### src/rtl/lcd_bus_monitor.sv
// Passive monitor for the HD44780-style LCD write bus. Keeps a 32-cell shadow
// of the display RAM plus cursor, entry-mode and display-on state for debug.
module lcd_bus_monitor #(
  parameter logic [7:0] CLEAR_CHAR = 8'h20,
  parameter int         CNT_WIDTH  = 16
) (
  input  logic                 clock,
  input  logic                 reset,
  input  logic                 lcd_en,
  input  logic                 lcd_rs,
  input  logic                 lcd_rw,
  input  logic [7:0]           lcd_data,
  input  logic [4:0]           rd_addr,
  output logic [7:0]           rd_data,
  output logic [4:0]           cursor_addr,
  output logic                 increment,
  output logic                 display_on,
  output logic                 busy,
  output logic                 overrun,
  output logic                 cmd_valid,
  output logic [CNT_WIDTH-1:0] write_count
);

  typedef enum logic {IDLE, CLEAR} state_t;

  state_t     state, state_nx;
  logic       en_q, rs_q, rw_q, en_prev;
  logic [7:0] data_q;
  logic       hold_rs, hold_rw;
  logic [7:0] hold_data;
  logic [4:0] sweep_idx, sweep_nx, cursor_nx;
  logic       inc_nx, disp_nx, ovr_nx, cv_nx, cnt_inc;
  logic       wr_en;
  logic [4:0] wr_addr;
  logic [7:0] wr_data;
  logic       fall;
  logic [7:0] shadow [32];

  assign fall = en_prev & ~en_q;
  assign busy = (state == CLEAR);

  // Pin capture; hold regs keep the last values seen while EN was high.
  always_ff @(posedge clock or posedge reset) begin
    if (reset) begin
      en_q      <= 1'b0;
      rs_q      <= 1'b0;
      rw_q      <= 1'b0;
      data_q    <= 8'h00;
      en_prev   <= 1'b0;
      hold_rs   <= 1'b0;
      hold_rw   <= 1'b0;
      hold_data <= 8'h00;
    end else begin
      en_q    <= lcd_en;
      rs_q    <= lcd_rs;
      rw_q    <= lcd_rw;
      data_q  <= lcd_data;
      en_prev <= en_q;
      if (en_q) begin
        hold_rs   <= rs_q;
        hold_rw   <= rw_q;
        hold_data <= data_q;
      end
    end
  end

  always_comb begin
    state_nx  = state;
    sweep_nx  = sweep_idx;
    cursor_nx = cursor_addr;
    inc_nx    = increment;
    disp_nx   = display_on;
    ovr_nx    = overrun;
    cv_nx     = 1'b0;
    cnt_inc   = 1'b0;
    wr_en     = 1'b0;
    wr_addr   = cursor_addr;
    wr_data   = hold_data;
    case (state)
      CLEAR: begin
        wr_en    = 1'b1;
        wr_addr  = sweep_idx;
        wr_data  = CLEAR_CHAR;
        sweep_nx = sweep_idx + 5'd1;
        if (sweep_idx == 5'd31) state_nx = IDLE;
        if (fall) ovr_nx = 1'b1;
      end
      default: begin
        if (fall && !hold_rw) begin
          if (hold_rs) begin
            wr_en     = 1'b1;
            cursor_nx = cursor_addr + (increment ? 5'd1 : 5'd31);
            cnt_inc   = 1'b1;
            cv_nx     = 1'b1;
          end else begin
            cv_nx = (hold_data != 8'h00);
            casez (hold_data)
              8'b1???_????: cursor_nx = {hold_data[6], hold_data[3:0]};
              8'b0000_1???: disp_nx = hold_data[2];
              8'b0000_01??: inc_nx = hold_data[1];
              8'b0000_001?: cursor_nx = 5'd0;
              8'b0000_0001: begin
                state_nx  = CLEAR;
                sweep_nx  = 5'd0;
                cursor_nx = 5'd0;
                inc_nx    = 1'b1;
              end
              default: ;
            endcase
          end
        end
      end
    endcase
  end

  always_ff @(posedge clock or posedge reset) begin
    if (reset) begin
      state       <= CLEAR;
      sweep_idx   <= 5'd0;
      cursor_addr <= 5'd0;
      increment   <= 1'b1;
      display_on  <= 1'b0;
      overrun     <= 1'b0;
      cmd_valid   <= 1'b0;
      write_count <= '0;
      rd_data     <= 8'h00;
    end else begin
      state       <= state_nx;
      sweep_idx   <= sweep_nx;
      cursor_addr <= cursor_nx;
      increment   <= inc_nx;
      display_on  <= disp_nx;
      overrun     <= ovr_nx;
      cmd_valid   <= cv_nx;
      if (cnt_inc && write_count != {CNT_WIDTH{1'b1}})
        write_count <= write_count + 1'b1;
      rd_data     <= shadow[rd_addr];
    end
  end

  // Shadow RAM has no reset; the clear sweep initialises it.
  always_ff @(posedge clock) begin
    if (wr_en) shadow[wr_addr] <= wr_data;
  end

endmodule

### config.mk
export PLATFORM = sky130hd
export DESIGN_NAME = lcd_bus_monitor
export DESIGN_NICKNAME = d
export VERILOG_FILES = /design/src/rtl/lcd_bus_monitor.sv
export SDC_FILE = /design/constraint.sdc
export NUM_CORES = 1
export LEC_CHECK = 0
export CORE_MARGIN = 2
export CORE_UTILIZATION = 55
export CTS_BUF_LIST = sky130_fd_sc_hd__clkbuf_4
export DETAILED_ROUTE_END_ITERATION = 16
export DONT_BUFFER_PORTS = 1
export GPL_TIMING_DRIVEN = 0
export PLACE_DENSITY = 0.8
export REMOVE_ABC_BUFFERS = 1
export SLEW_MARGIN = 20
export SYNTH_ARGS = -nofsm -noshare
export SYNTH_HDL_FRONTEND = slang
export SYNTH_SLANG_ARGS = --single-unit
### constraint.sdc
create_clock -name clock -period 3.4 [get_ports clock]
set_clock_uncertainty 0.15 [all_clocks]
set_input_delay 0.68 -clock clock [delete_from_list [all_inputs] [get_ports clock]]
set_output_delay 0.68 -clock clock [all_outputs]
set_load 0.1 [all_outputs]
==> metrics <==
worst slew pin tran 1393 ps; Post-DRT Antenna Nets 0; setup violators final 34; Synth Register Bits 317; setup ws final -80.53 ps; drc violations 0; R2R setup slack -80 ps; status finished with violations; grt ovf 0; Critical Path AT approximately 3600 ps; most numerous cell in the Yosys netlist edfxtp_1; Slowest-stage cell, CP nor2_1; final worst-path cycle share 102.4%; first-pass GRT wire length around 39 mm; largest cells by area after synthesis edfxtp_1 61%, mux4_2 14%, dfrtp_1 12%; top post-synthesis cells by count 256 x edfxtp_1, 80 x mux4_2, 59 x dfrtp_1, 49 x nor2_1, 24 x nand2_1; final net count 754; chip width 155.1 um; Buf/Inv on CP 0; fin area 0.01413 mm2; EDFF count, synth 256; Fin. Hold Viols 0; cells on worst reg2reg path 4; Power Dens Cells 617.7 mW/mm2; Inst Count DP 911; critical register-to-register path startpoint en_q$_DFF_PP0_; Placer Congestion 0.8677; register area share after synthesis 73.44%; vias in the first global route 6,960; TritonRoute pass-1 iters 5; crit-path max FO 14; Post-synth ARST share 19.24%; CTS root buf clkbuf_4; Period minus WS final 3481 ps; Clk Latency, worst-skew pair between 600 and 700 ps; Hold Crit Endpoint rd_data[3]$_DFF_PP0_; pin count of the biggest net entering global routing 65; WL per Instance between 20 and 25 um; kind of cell adding the most delay to the critical path simple AND/OR/NAND/NOR gates; failing checks setup timing; final core utilization 62.77%; Final Max Slew Viols 0; area grow syn2layout 12.56%; worst path cell trace or3b_1 -> nor3_1 -> a32oi_1 -> nor2_1; yosys warns 0; total wire length roughly 25 mm; initial antenna violation count 1; hold crit path type input port to flop; die area 0.02404 mm2; share of Yosys cell area claimed by the top area cell type 61.26%; Main synth FF type edfxtp_1; buffers from clock root to sink, at most 3; Worst Hold Depth 2; Mean Syn Cell Area 19.46 um2; site row count between 50 and 60; Port Buf Inserts 0; Placed Area 0.01289 mm2; clock slew at reported path FFs 70 ps; # H-tree levels 3; TritonCTS Buffers 77; Mapped Area roughly 0.013 mm2; critical path class flop to flop; Worst R2R End shadow[22][5]$_DFFE_PP_; core area 0.02250 mm2; max incr delay on CP between 800 and 900 ps; Synth cell types 51; CTS tree done; # Max-Cap Violations 0; Max Fclk 287.3 MHz; Total GRT Usage 21.85%; initial core utilization approximately 56%; vias per inst 6.121; Syn Inst Count 645; CTS Sinks 317; share of cells above drive strength 1 34.73%; Static Leak between 0.004 and 0.005 uW; vias 6,580; max_slew headroom between 6 and 7%; post-DP HPWL 15.60 mm; First DRT Iteration DRCs 730; CP Depth 4; pre-CTS setup slack -112.6 ps; die height 155.1 um; RSZ-0062 raised after global routing yes; Yosys top cell by area edfxtp_1; Worst Path Required 3520 ps; Final Non-Filler Cells around 1.1k; I/O pins 52; hold_sp rd_addr[4]; Setup crit start kind flop; maximum VDD drop 493.8 uV; Worst Setup End Kind flop
## flip-flops by register name, indices dropped and copies added, names as in the netlist
name / cells
increment: 1
overrun: 1
data_q: 8
rs_q: 1
cursor_addr: 5
hold_data: 8
write_count: 16
shadow: 256
en_q: 1
sweep_idx: 5
display_on: 1
busy: 1
hold_rs: 1
rd_data: 8
hold_rw: 1
rw_q: 1
en_prev: 1
cmd_valid: 1
## cell type report
| type | instances | area [um2] |
|---|---|---|
| antenna | 1 | 2.502 |
| timing repair buffer | 31 | 306.5 |
| clock buffer | 118 | 885.9 |
| clock inverter | 21 | 90.09 |
| fill | 1505 | 8377 |
| tap | 285 | 356.6 |
| inverter | 11 | 43.79 |
| sequential | 317 | 9220 |
| multi-input combinational | 291 | 3221 |
## power by group
part / leakage, uW / switching, uW / internal, uW
registers: 0.00306 / 603 / 4360
clock network: 0.000583 / 1450 / 1590
logic: 0.00119 / 411 / 309
total: 0.00483 / 2470 / 6260
## per-stage QoR
| stage | total power [uW] | hold WS [ps] | setup TNS (ps) |
|---|---|---|---|
| CTS | 8774 | 0.3872 | -332.2 |
| floorplan | 5489 | 279.6 | 0 |
| global placement | 5658 | 296.1 | 0 |
| detailed placement | 5729 | 303.3 | -3288 |
| global route | 9084 | 155.0 | -8181 |
| finish | 8725 | 192.6 | -1285 |
## what timing repair did
item	4_1_cts	5_1_grt
buffers inserted	0	9
endpoints found under the setup margin	74	128
pin swaps	0	8
hold buffers	13	1
resized for setup	8	9
endpoints found under the hold margin	77	1
## worst reg2reg max path: cells and delay by family (launching register included)
kind             cells  cell delay, ps
flip-flops           1             550
AO/OA/AOI/OAI        1             540
AND/OR/NAND/NOR      3            1860
## worst max path at each step
stage                                          start                    endpoint  slack (ps)
after CTS                             en_q$_DFF_PP0_      shadow[5][2]$_DFFE_PP_         -30
after floorplan           cursor_addr[0]$_DFFE_PP0P_  cursor_addr[4]$_DFFE_PP0P_         750
final                                 en_q$_DFF_PP0_     shadow[22][5]$_DFFE_PP_         -80
after global placement                en_q$_DFF_PP0_      shadow[9][3]$_DFFE_PP_          60
after detailed placement              busy$_DFF_PP1_      shadow[2][5]$_DFFE_PP_        -110
after global routing                  en_q$_DFF_PP0_     shadow[26][4]$_DFFE_PP_        -210
## layout by cell type (no fill, tap or decap), types with 3 or more instances in the layout
cell type      synthesis  final
clkinv_1               0     15
mux2_2                21     21
buf_4                  6      9
dlygate4sd3_1          0     14
inv_1                 11     10
nor3_1                 6      6
nor4_1                 5      5
nand3_1               11     11
clkbuf_4               0    118
buf_6                  1      3
nor2_2                 0     16
mux4_2                80     80
edfxtp_1             256    256
or3_1                  3      3
clkinv_2               0      3
xor2_1                 7      7
a21oi_1                8      8
and3_1                 4      4
xnor2_1                9      9
dfrtp_1               59     59
a31oi_1                3      3
a22o_1                 3      3
ha_1                   6      6
nor2_1                49     33
nand2_1               24     24
nor2b_2                0      7
and2_1                 3      3
buf_8                  0      4
nand4_1                7      7
o21ai_0                8      8
## cells by family after synthesis
kind of cell | share of synthesized area, %
simple gates | 4.935
flops | 73.44
xor+xnor | 1.117
fa+ha+maj | 0.7577
compound gates | 1.984
buf+inv | 1.356
mux | 16.41
## per-layer routing
metal	global-route usage (%)	part of all wire (%)	wire (um)
met3	6.964	11	2682
met5	0	0	0
met2	34.29	49	12390
met4	7.275	1.9	478
met1	29.55	39	9795
Note: power is estimated with default switching activity, not from simulation.
